File: src/rtl/qed_dup_buffer_if.sv
// Bus bundle between the IFU/QED control side and qed_dup_buffer.
// master = IFU/decoder side, slave = the buffer.
interface qed_dup_buffer_if #(
  parameter int unsigned ILEN  = 32,
  parameter int unsigned DEPTH = 8
);
  localparam int unsigned CW = $clog2(DEPTH) + 1;

  logic            ena;
  logic            exec_dup;
  logic            IF_stall;
  logic [ILEN-1:0] ifu_qed_instruction;
  logic [ILEN-1:0] qic_qimux_instruction;
  logic            vld_out;
  logic            full;
  logic            empty;
  logic [CW-1:0]   count;
  logic            err;

  modport master (
    output ena, exec_dup, IF_stall, ifu_qed_instruction,
    input  qic_qimux_instruction, vld_out, full, empty, count, err
  );

  modport slave (
    input  ena, exec_dup, IF_stall, ifu_qed_instruction,
    output qic_qimux_instruction, vld_out, full, empty, count, err
  );
endinterface

File: src/rtl/qed_dup_buffer.sv
// QED duplicate-instruction buffer: captures the original stream, replays it in duplicate mode.
// Optional macro QED_NOP_PAD_EN: pad idle replay output with the RISC-V NOP instead of zeros.
module qed_dup_buffer #(
  parameter int unsigned ILEN  = 32,
  parameter int unsigned DEPTH = 8
) (
  input logic               clk,
  input logic               rst,
  qed_dup_buffer_if.slave   bus
);
  localparam int unsigned AW = $clog2(DEPTH);
  localparam int unsigned CW = AW + 1;

`ifdef QED_NOP_PAD_EN
  localparam logic [ILEN-1:0] PAD = ILEN'(32'h0000_0013);
`else
  localparam logic [ILEN-1:0] PAD = '0;
`endif

  if (ILEN < 32 || DEPTH < 2 || (DEPTH & (DEPTH - 1)) != 0) begin : g_bad_param
    $error("qed_dup_buffer: ILEN must be >= 32 and DEPTH a power of two >= 2");
  end

  logic [ILEN-1:0] mem [DEPTH];
  logic [AW-1:0]   wr_ptr;
  logic [AW-1:0]   rd_ptr;
  logic [CW-1:0]   cnt;
  logic            exec_dup_q;
  logic            err_q;

  logic            is_full;
  logic            is_empty;
  logic            vld;
  logic            push_req;
  logic            pop;
  logic            flush;
  logic            wr_en;
  logic [AW-1:0]   wr_addr;

  // Control decode; a flush empties the buffer so a same-cycle push always fits.
  always_comb begin
    is_full  = (cnt == CW'(DEPTH));
    is_empty = (cnt == '0);
    vld      = bus.ena & bus.exec_dup & ~is_empty;
    push_req = bus.ena & ~bus.exec_dup & ~bus.IF_stall;
    pop      = vld & ~bus.IF_stall;
    flush    = exec_dup_q & ~bus.exec_dup & ~is_empty;
    wr_en    = push_req & (flush | ~is_full);
    wr_addr  = flush ? '0 : wr_ptr;
  end

  always_ff @(posedge clk or posedge rst) begin
    if (rst) begin
      wr_ptr     <= '0;
      rd_ptr     <= '0;
      cnt        <= '0;
      exec_dup_q <= 1'b0;
      err_q      <= 1'b0;
    end else begin
      exec_dup_q <= bus.exec_dup;
      if (flush) begin
        // Leaving replay with entries still pending: discard them and flag it.
        rd_ptr <= '0;
        err_q  <= 1'b1;
        wr_ptr <= push_req ? AW'(1) : '0;
        cnt    <= push_req ? CW'(1) : '0;
      end else if (push_req) begin
        if (is_full) begin
          err_q <= 1'b1;
        end else begin
          wr_ptr <= wr_ptr + AW'(1);
          cnt    <= cnt + CW'(1);
        end
      end else if (pop) begin
        rd_ptr <= rd_ptr + AW'(1);
        cnt    <= cnt - CW'(1);
      end
    end
  end

  // Storage is not reset; it is never visible while empty.
  always_ff @(posedge clk) begin
    if (wr_en) begin
      mem[wr_addr] <= bus.ifu_qed_instruction;
    end
  end

  assign bus.qic_qimux_instruction = vld ? mem[rd_ptr] : PAD;
  assign bus.vld_out               = vld;
  assign bus.full                  = is_full;
  assign bus.empty                 = is_empty;
  assign bus.count                 = cnt;
  assign bus.err                   = err_q;
endmodule

File: src/flat_wrapper.sv
// flat-port wrapper written by rule: the top's interface ports become plain ports
module qed_dup_buffer_flat 
#(
  parameter int unsigned ILEN  = 32,
  parameter int unsigned DEPTH = 8
)
  (clk, rst, bus_ena, bus_exec_dup, bus_IF_stall, bus_ifu_qed_instruction, bus_qic_qimux_instruction, bus_vld_out, bus_full, bus_empty, bus_count, bus_err);
  qed_dup_buffer_if #(.ILEN(ILEN), .DEPTH(DEPTH)) bus_i ();
  input logic clk;
  input logic rst;
  input wire logic [$bits(bus_i.ena)-1:0] bus_ena;
  input wire logic [$bits(bus_i.exec_dup)-1:0] bus_exec_dup;
  input wire logic [$bits(bus_i.IF_stall)-1:0] bus_IF_stall;
  input wire logic [$bits(bus_i.ifu_qed_instruction)-1:0] bus_ifu_qed_instruction;
  output wire logic [$bits(bus_i.qic_qimux_instruction)-1:0] bus_qic_qimux_instruction;
  output wire logic [$bits(bus_i.vld_out)-1:0] bus_vld_out;
  output wire logic [$bits(bus_i.full)-1:0] bus_full;
  output wire logic [$bits(bus_i.empty)-1:0] bus_empty;
  output wire logic [$bits(bus_i.count)-1:0] bus_count;
  output wire logic [$bits(bus_i.err)-1:0] bus_err;
  assign bus_i.ena = bus_ena;
  assign bus_i.exec_dup = bus_exec_dup;
  assign bus_i.IF_stall = bus_IF_stall;
  assign bus_i.ifu_qed_instruction = bus_ifu_qed_instruction;
  assign bus_qic_qimux_instruction = bus_i.qic_qimux_instruction;
  assign bus_vld_out = bus_i.vld_out;
  assign bus_full = bus_i.full;
  assign bus_empty = bus_i.empty;
  assign bus_count = bus_i.count;
  assign bus_err = bus_i.err;
  qed_dup_buffer #(.ILEN(ILEN), .DEPTH(DEPTH)) u_core (.clk(clk), .rst(rst), .bus(bus_i));
endmodule
File: config.mk
export PLATFORM = sky130hd
export DESIGN_NAME = qed_dup_buffer_flat
export DESIGN_NICKNAME = d
export VERILOG_FILES = /design/src/rtl/qed_dup_buffer_if.sv /design/src/rtl/qed_dup_buffer.sv /design/src/flat_wrapper.sv
export SDC_FILE = /design/constraint.sdc
export NUM_CORES = 1
export LEC_CHECK = 0
export BUFFER_PORTS_ARGS = -buffer_cell sky130_fd_sc_hd__buf_2
export CAP_MARGIN = 10
export CORE_ASPECT_RATIO = 1.5
export CORE_MARGIN = 2
export CORE_UTILIZATION = 32
export CTS_BUF_LIST = sky130_fd_sc_hd__clkbuf_16
export CTS_CLUSTER_SIZE = 12
export DETAILED_ROUTE_END_ITERATION = 7
export PLACE_DENSITY_LB_ADDON = 0.2
export SYNTH_ARGS = -nofsm -noshare
export SYNTH_HDL_FRONTEND = slang
export SYNTH_SLANG_ARGS = --single-unit
File: constraint.sdc
create_clock -name clk -period 5.25 [get_ports clk]
set_input_delay 0.525 -clock clk [delete_from_list [all_inputs] [get_ports clk]]
set_output_delay 0.525 -clock clk [all_outputs]
set_load 0.01 [all_outputs]
==> impl_metrics.ini <==
[cells_and_area]
area_growth_pct = 15.6
fin_area_sq_um = 12200
final_cell_mix = edfxtp_1, buf_2, mux4_2, nor2_1, mux2i_1
final_layout_size_suffix_gt1_share_pct = 33.2
final_util_pct = 37.5
mostFrequentLayoutCell = edfxtp_1
nets = 634
fin_cells = 1017
antenna_cells = 0

[clock_tree]
cts_hold_buf = 0
cts_buffers = 26
insertion_delay_ns = 0.53
htree_levels = 1
cts_tree = built
cts_setup_buffers = 0
cts_root_buf = clkbuf_16
clk_pin_slew_ns = 0.06
clockBufferDepth = 3
cts.repair.resized = 0
numClockSinks = 268

[routing]
dr.pass1.iters = 4
wire_per_inst_microns = 21.7
drc = 0
ant_nets = 0
via_count = 4943
avgViaCountPerCell = 4.86
drt_iter0_markers = 259
wl_microns = 22000

[sta]
whs_ns = 0.0163
rsz0062_at_grt = no
hold_viol_final = 0
slew_headroom_pct = 26.2
slew_viol_final = 0
period_minus_slack_ns = 3.47
clock-skew-final_ns = 0.0135
fin_ws_ns = 1.78
setup_tns_ns = 0
fmax_ghz = 0.288
fin_crit_sh_pct = 66.2
worstMarginPinSlew_ns = 1.10
setup_viol = 0

[critical_path]
crit_path_max_incr_delay_ns = 0.93
critPathCaptureType = output pin
reg2reg_slack_ns = 2.07
worstSetupPathType = flop to output pin
worstSetupStartpointType = flop
r2r_cells = 5
cp_top_family = flip-flops
cp.arrival_ns = 2.95
r2r-start = u_core.bus.count[0]
crit_required_ns = 4.72
crit_chain = buf_4, mux4_2, mux2i_1, nor2_1, buf_2
crit_buf_inv = 2
r2r-end = u_core.mem[7][8]
crit_slowest_cell = dfrtp_4
crit_fanout = 37

[power_and_ir_drop]
internal_power_mw = 3.79
finalPower_mw = 5.11
max-vdd-ir-drop_mv = 0.212
p_sw_mw = 1.33
p_sw_share_pct = 25.9
p_leak_nw = 3.88
powerDensity_nw_per_um2 = 420
clock_power_share_pct = 31.4
seqPwrFrac_pct = 51.0
p_comb_share_pct = 17.6

[place]
placed_cell_area_sq_um = 11500
pre_cts_ws_ns = 1.97
routabilityCongestion = 0.709
io_buffers = 76
placedCellCount = 980
dpl.hpwl_microns = 12600

[die]
design.core.area_sq_um = 32500
die-area_sq_um = 34400
start_util_pct = 32.4
die_y_microns = 226
die_w_microns = 152
io_pins = 77
rows = 81

[flow_run]
cap_violations = 0

[logic_synthesis]
synth_edf_count = 256
synthFlopType = edfxtp_1
synth_warnings = 0
yosysTopAreaCell = edfxtp_1
synthTopCellsByArea = edfxtp_1, mux4_2, mux2i_1
synth.distinct_cells = 41
synth-seq-area-share_pct = 75.8
synthArstFlopShare_pct = 4.48
synth-seq-cells = 268
yosys.area.top_type_share_pct = 73.0
synth.avg_cell_area_sq_um = 21.0
syn_nets = 542
syn-cell-area_sq_um = 10500
netlist_instances = 501

[grt]
antenna_found_initial = 2
grt_max_degree = 67
overflow = 0
grt_usage_pct = 12.9
grt_pass1_vias = 5465
grt_pass1_wl_microns = 33500

[outcome]
status = finished, final reports clean

[min_path]
hold_class = input pin to asynchronous set/reset pin
-- sequential cells by signal (all words and copies together), names as in the netlist --
signal and cells:
u_core.wr_ptr 3, u_core.bus.count 4, u_core.mem 256, u_core.exec_dup_q 1, u_core.bus.err 1, u_core.rd_ptr 3
-- power groups by stage --
stage / logic [mW] / registers [mW] / clock network [mW]
after floorplan: 0.783 / 2.50 / 0
after global placement: 0.915 / 2.66 / 0
after detailed placement: 0.925 / 2.66 / 0
after CTS: 0.927 / 2.62 / 1.66
after global routing: 0.990 / 2.63 / 1.73
final: 0.901 / 2.61 / 1.61
-- synthesized netlist by cell type, types with 2 or more instances --
master / n
o2bb2ai_1: 2
buf_1: 2
edfxtp_1: 256
a21oi_1: 9
clkbuf_1: 3
inv_1: 5
nand2b_1: 3
xnor2_1: 4
mux2i_1: 32
nor3b_1: 3
nor3_2: 2
dfrtp_1: 12
mux4_2: 64
ha_1: 4
nand2_1: 6
buf_4: 2
nor2_1: 48
nand3_1: 3
nor3_1: 3
buf_2: 15
o21ai_0: 3
-- cell type report --
cell class | instances | area (sq um)
fill | 2942 | 20300
sequential | 268 | 8000
multi-input combinational | 204 | 2460
clock buffer | 26 | 651
tap | 415 | 519
timing repair buffer | 87 | 475
clock inverter | 11 | 55.1
inverter | 6 | 27.5
-- worst max path at each step --
stage	end	startpoint	slack, ns	depth (start not counted)
floorplan	u_core.mem[4][0]	u_core.bus.count[1]	1.15	6
global placement	u_core.mem[7][3]	bus_exec_dup	2.03	7
detailed placement	u_core.mem[7][8]	bus_exec_dup	1.97	7
CTS	bus_qic_qimux_instruction[5]	u_core.rd_ptr[0]	1.63	5
global route	bus_qic_qimux_instruction[0]	u_core.rd_ptr[0]	1.52	5
finish	bus_qic_qimux_instruction[5]	u_core.rd_ptr[0]	1.78	5
-- worst register-to-register path: cells and delay by family (launching register included) --
family	cells	cell delay, ns
flip-flops	1	0.49
buffers and inverters	1	0.31
AND/OR/NAND/NOR	4	2.11
-- logic make-up (layout without fill, tap and decap cells) --
group / count (synthesis) / count (layout) / share of synthesized area [%]
buffers and inverters: 29 / 130 / 1.40
AO/OA/AOI/OAI: 23 / 23 / 1.47
flip-flops: 268 / 268 / 75.8
AND/OR/NAND/NOR: 76 / 76 / 3.72
XOR/XNOR: 5 / 5 / 0.416
multiplexers: 96 / 96 / 16.7
adder cells (fa/ha/maj): 4 / 4 / 0.475
-- routing by layer --
| layer | track usage [%] | vias to the layer above | wire (microns) |
|---|---|---|---|
| li1 | - | 2221 | - |
| met1 | 14.6 | 2609 | 8710 |
| met2 | 24.8 | 94 | 12200 |
| met3 | 2.14 | 15 | 800 |
| met4 | 3.50 | 4 | 296 |
| met5 | 0 | - | 27 |
Power figures use the tool's default switching activity.
